--- src/rtl/calc_key_sequencer.sv ---
// Key sequencer for the BCD calculator: builds operands/op for the ALU, captures its result.
// Optional build macro CALC_CHAIN_RESULT_EN: an operator key in DONE chains the result into reg1.
module calc_key_sequencer #(
   parameter int SETTLE_CYCLES = 2
) (
   input  logic        clk,
   input  logic        rst_n,
   input  logic        key_valid,
   input  logic [3:0]  key_code,
   output logic        key_ready,
   output logic [15:0] reg1,
   output logic [15:0] reg2,
   output logic        regop,
   input  logic [15:0] res_in,
   input  logic        ovf_in,
   input  logic        sign_in,
   output logic [15:0] disp,
   output logic        disp_sign,
   output logic        disp_err,
   output logic        result_valid,
   output logic [2:0]  dbg_state
);

   typedef enum logic [2:0] {
      ENTRY1 = 3'd0,
      ENTRY2 = 3'd1,
      EXEC   = 3'd2,
      DONE   = 3'd3,
      ERR    = 3'd4
   } state_t;

   state_t      state, nxt_state;
   logic [2:0]  cnt, nxt_cnt;
   logic [3:0]  settle, nxt_settle;
   logic [15:0] nxt_reg1, nxt_reg2, nxt_disp;
   logic        nxt_regop, nxt_disp_sign, nxt_disp_err, nxt_result_valid;

   // Handshake: a key is consumed on a rising edge only when key_valid && key_ready; otherwise it is lost.
   logic accept, is_digit, is_op, op_add;
   assign accept   = key_valid & key_ready;
   assign is_digit = (key_code <= 4'd9);
   assign is_op    = (key_code == 4'hA) || (key_code == 4'hB);
   assign op_add   = (key_code == 4'hA);
   assign dbg_state = state;

   always_comb begin
      nxt_state        = state;
      nxt_cnt          = cnt;
      nxt_settle       = settle;
      nxt_reg1         = reg1;
      nxt_reg2         = reg2;
      nxt_regop        = regop;
      nxt_disp         = disp;
      nxt_disp_sign    = disp_sign;
      nxt_disp_err     = disp_err;
      nxt_result_valid = 1'b0;

      if (accept && key_code == 4'hD) begin
         nxt_state     = ENTRY1;
         nxt_cnt       = 3'd0;
         nxt_reg1      = 16'h0;
         nxt_reg2      = 16'h0;
         nxt_regop     = 1'b1;
         nxt_disp_sign = 1'b0;
         nxt_disp_err  = 1'b0;
      end else begin
         case (state)
            ENTRY1: if (accept) begin
               if (is_digit && cnt != 3'd4) begin
                  nxt_reg1 = {reg1[11:0], key_code};
                  nxt_cnt  = cnt + 3'd1;
               end else if (is_op) begin
                  nxt_regop = op_add;
                  nxt_reg2  = 16'h0;
                  nxt_cnt   = 3'd0;
                  nxt_state = ENTRY2;
               end
            end
            ENTRY2: if (accept) begin
               if (is_digit && cnt != 3'd4) begin
                  nxt_reg2 = {reg2[11:0], key_code};
                  nxt_cnt  = cnt + 3'd1;
               end else if (is_op && cnt == 3'd0) begin
                  nxt_regop = op_add;
               end else if (key_code == 4'hC) begin
                  nxt_state  = EXEC;
                  nxt_settle = 4'(SETTLE_CYCLES - 1);
               end
            end
            EXEC: begin
               if (settle == 4'd0) begin
                  nxt_result_valid = 1'b1;
                  nxt_disp         = res_in;
                  nxt_disp_sign    = sign_in & ~regop;
                  if (regop && ovf_in) begin
                     nxt_state    = ERR;
                     nxt_disp     = 16'h0;
                     nxt_disp_err = 1'b1;
                  end else begin
                     nxt_state = DONE;
                  end
               end else begin
                  nxt_settle = settle - 4'd1;
               end
            end
            DONE: if (accept) begin
               if (is_digit) begin
                  nxt_reg1      = {12'h0, key_code};
                  nxt_reg2      = 16'h0;
                  nxt_disp_sign = 1'b0;
                  nxt_cnt       = 3'd1;
                  nxt_state     = ENTRY1;
               end
`ifdef CALC_CHAIN_RESULT_EN
               else if (is_op && !disp_sign) begin
                  nxt_reg1  = disp;
                  nxt_regop = op_add;
                  nxt_reg2  = 16'h0;
                  nxt_cnt   = 3'd0;
                  nxt_state = ENTRY2;
               end
`endif
            end
            default: ;
         endcase
      end

      // Entry states always show the operand being typed (reg1 until reg2 has a digit).
      if (nxt_state == ENTRY1) begin
         nxt_disp = nxt_reg1;
      end else if (nxt_state == ENTRY2) begin
         nxt_disp = (nxt_cnt != 3'd0) ? nxt_reg2 : nxt_reg1;
      end
   end

   always_ff @(posedge clk or negedge rst_n) begin
      if (!rst_n) begin
         state        <= ENTRY1;
         cnt          <= 3'd0;
         settle       <= 4'd0;
         reg1         <= 16'h0;
         reg2         <= 16'h0;
         regop        <= 1'b1;
         disp         <= 16'h0;
         disp_sign    <= 1'b0;
         disp_err     <= 1'b0;
         result_valid <= 1'b0;
         key_ready    <= 1'b1;
      end else begin
         state        <= nxt_state;
         cnt          <= nxt_cnt;
         settle       <= nxt_settle;
         reg1         <= nxt_reg1;
         reg2         <= nxt_reg2;
         regop        <= nxt_regop;
         disp         <= nxt_disp;
         disp_sign    <= nxt_disp_sign;
         disp_err     <= nxt_disp_err;
         result_valid <= nxt_result_valid;
         key_ready    <= (nxt_state != EXEC);
      end
   end

endmodule

--- config.mk ---
export PLATFORM = sky130hd
export DESIGN_NAME = calc_key_sequencer
export DESIGN_NICKNAME = d
export VERILOG_FILES = /design/src/rtl/calc_key_sequencer.sv
export SDC_FILE = /design/constraint.sdc
export NUM_CORES = 1
export LEC_CHECK = 0
export ABC_AREA = 1
export CAP_MARGIN = 0
export CELL_PAD_IN_SITES_DETAIL_PLACEMENT = 1
export CELL_PAD_IN_SITES_GLOBAL_PLACEMENT = 1
export CORE_MARGIN = 2
export CORE_UTILIZATION = 40
export CTS_BUF_LIST = sky130_fd_sc_hd__clkbuf_8
export CTS_CLUSTER_SIZE = 8
export DETAILED_ROUTE_END_ITERATION = 8
export GPL_TIMING_DRIVEN = 0
export PLACE_DENSITY_LB_ADDON = 0.1
export SETUP_SLACK_MARGIN = 0.1
export SLEW_MARGIN = 10
export SYNTH_ARGS = -nofsm -noshare
export SYNTH_HDL_FRONTEND = slang
export SYNTH_SLANG_ARGS = --single-unit
export TNS_END_PERCENT = 20
--- constraint.sdc ---
create_clock -name clk -period 3.3 [get_ports clk]
set_input_delay 0.66 -clock clk [delete_from_list [all_inputs] [get_ports clk]]
set_output_delay 0.66 -clock clk [all_outputs]
set_load 0.005 [all_outputs]
==> results.ini <==
[synthesis]
synth_edf_count=0
async_reset_ff_share_pct=100
yosysWarnings=0
synth_cells=533
yosysUniqueCellTypes=37
synth_fp_nets=561
netlist_area_mm2=0.00367
ys_seq_area_share_pct=43.0
synth.avg_cell_area_um2=6.89
yosys_most_used_dff=dfrtp_1
yosys_register_bits=63

[cells_and_area]
nets=653
area_growth_pct=31.1
utilization_pct=54.6
n_fill_cell=1172
drive_gt1_share_pct=10.5
n_antenna_cell=0

[worst_setup_path]
max_stage_delay_ns=0.57
r2r_end=disp[15]
cp.arrival_ns=3.08
endpoint_kind=flop
cp-start-kind=input pin
r2r_cells=15
crit_path_top_delay_cell=clkdlybuf4s50_1
rr_startpoint=cnt[0]
critPathKind=input pin to flop
cpMostUsedCell=nand2_1
path_max_fanout=10
crit_path_cell_trace=clkdlybuf4s50_1 -> nand2_2 -> nand2_1 -> nor2_1 -> nor2_2 -> nor2_2 -> nand3_1 -> buf_4 -> nand2_1 -> o21ai_0 -> nand2_1 -> nand2_1 -> nand2_1 -> nand2_1 -> nand3_1 -> nand2_1
worst_ep_required_time_ns=3.54
rrSetupSlack_ns=0.82

[timing]
fin_crit_sh_pct=85.8
fmax_ghz=0.353
skew_ns=0.00764
rsz0062_at_grt=false
finalCriticalPeriod_ns=2.83
setup_violations=0
slew_viol_final=0
worst_slew_pin_slew_ns=0.565
hold_viol_final=0
slew_headroom_pct=61.4

[cts]
clock_path_buffers=2
clk_pin_slew_ns=0.08
holdBufCountCts=0
ctsResizeCount=0
htreeDepth=3
clk_latency_ns=0.35
clockRootBuffer=clkbuf_8
cts_setup_buffers=0
cts_tree=built
cts_buffers=9
clock_sinks=63

[flow_run]
cap_violations=0

[pwr]
vdd_drop_max_uv=485
p_int_mw=2.71
p_sw_share_pct=49.0
power.total_mw=5.32
leakage_nw=2.66
clockPowerShare_pct=12.7
pwr-share-comb_pct=62.4
seqPwrFrac_pct=24.9
powerDensity_mw_per_mm2=1100
power_switching_mw=2.60

[floorplan]
coreArea_mm2=0.00881
die_area_mm2=0.00996
initial_core_util_pct=41.7
num_io_pins=81
die_width_um=99.8
fp-row-count=34
die-height_um=99.8

[grt]
grt_busiest_layer=met2
grt_pass1_wl_mm=20.4
grt.overflow.total=0
grt_max_degree=33
grt_antenna_before_repair=0
track_usage_pct=26.9
met3_usage_pct=3.34
use_met2_pct=45.8
use_met1_pct=35.2
grt_pass1_vias=4026

[drt]
antenna_left=0
wl_mm=12.8
num_vias=3777
first_pass_iters=4
post_drt_via_cell_ratio=5.12
avgRoutedWirePerCell_um=17.3
route.detailed.drc=0
drtIter0Drc=139

[status]
status=complete, no violations

[placement]
numPortBuffers=80
dp_hpwl_mm=9.79
place_congestion=0.857

[min_path]
hold_class=input pin to async pin

==> layout by cell type, fill, tap and decap left out, drive strengths merged, types with 2 or more instances in the layout <==
| master | n |
|---|---|
| o211ai | 2 |
| inv | 87 |
| nand2 | 233 |
| nand4 | 2 |
| a21oi | 11 |
| o21ai | 26 |
| dfrtp | 61 |
| o22ai | 7 |
| clkbuf | 12 |
| dfstp | 2 |
| buf | 15 |
| clkdlybuf4s50 | 79 |
| nand3 | 51 |
| ha | 3 |
| clkinv | 4 |
| nor2 | 25 |
==> Yosys cell counts, types with 2 or more instances <==
library cell	number	area, um^2
inv_2	12	45.0
nand2_1	225	845
dfstp_2	2	52.6
buf_1	2	7.51
ha_1	3	37.5
buf_2	7	35.0
nand2_2	6	37.5
nand2_4	2	22.5
dfrtp_1	61	1530
nand3_2	2	20.0
inv_1	72	270
a21oi_1	10	50.1
o21ai_1	5	25.0
nor2_2	4	25.0
nor2_4	3	33.8
buf_4	3	22.5
inv_4	2	12.5
o22ai_1	7	43.8
o21ai_0	20	100
nor2_1	18	67.6
nand3_1	49	245
clkbuf_1	3	11.3
==> worst max path at each step <==
stage	to	cells after the start	from
after CTS	disp[13]	16	key_code[2]
after detailed placement	disp[13]	16	key_code[2]
final	disp[13]	16	key_code[2]
after global placement	disp[13]	1	rst_n
after floorplan	disp[10]	13	key_code[3]
after global routing	disp[13]	16	key_code[2]
==> cells by family after synthesis <==
logic type / Yosys count / synth area share (%)
simple gates: 314 / 36.4
buf+inv: 102 / 11.3
flops: 63 / 43.0
compound gates: 50 / 7.94
fa+ha+maj: 3 / 1.02
xor+xnor: 1 / 0.239
==> sequential cells by signal, summed over array words and instances, names as in the netlist <==
| name | count |
|---|---|
| result_valid | 1 |
| disp_err | 1 |
| reg2 | 16 |
| reg1 | 16 |
| disp | 16 |
| regop | 1 |
| key_ready | 1 |
| dbg_state | 3 |
| cnt | 3 |
| disp_sign | 1 |
| settle | 4 |
==> worst max-delay path, delay by kind of cell <==
kind,cells,cell delay (ns)
simple gates,13,1.49
compound gates,1,0.09
buf+inv,2,0.84
==> per-stage QoR <==
step	setup slack [ns]	cell area, um^2	std cells	setup TNS (ns)	hold WS, ns
2_1_floorplan	1.23	3670	533	0	0.364
3_3_place_gp	-0.644	4610	721	-39.15	0.464
3_5_place_dp	0.0958	4620	722	0	0.472
4_1_cts	0.452	4810	738	0	0.261
5_1_grt	0.266	4810	738	0	0.281
6_report	0.468	4810	738	0	0.252
==> power by group through the flow <==
stage,clock [mW],combinational [mW],sequential [mW]
6_report,0.674,3.32,1.33
2_1_floorplan,0,2.07,1.29
4_1_cts,0.686,3.35,1.33
5_1_grt,0.711,3.75,1.36
3_3_place_gp,0,3.17,1.32
3_5_place_dp,0,3.30,1.33
==> per-layer routing <==
metal	share of wire [%]	vias up	routed length (um)
met5	0	-	0
met4	2.3	0	299
met3	3.2	20	402
met2	48	88	6170
met1	46	1841	5890
li1	-	1828	-
==> final cells by class <==
class	count	area, um^2	area share (%)
Sequential cell	63	1580	32.8
Tap cell	108	135	2.81
Clock buffer	9	124	2.57
Timing Repair Buffer	81	818	17.0
Multi-Input combinational cell	368	1680	34.8
Buffer	16	87.6	1.82
Clock inverter	7	65.1	1.35
Inverter	86	328	6.81
Note: power is estimated with default switching activity, not from simulation.
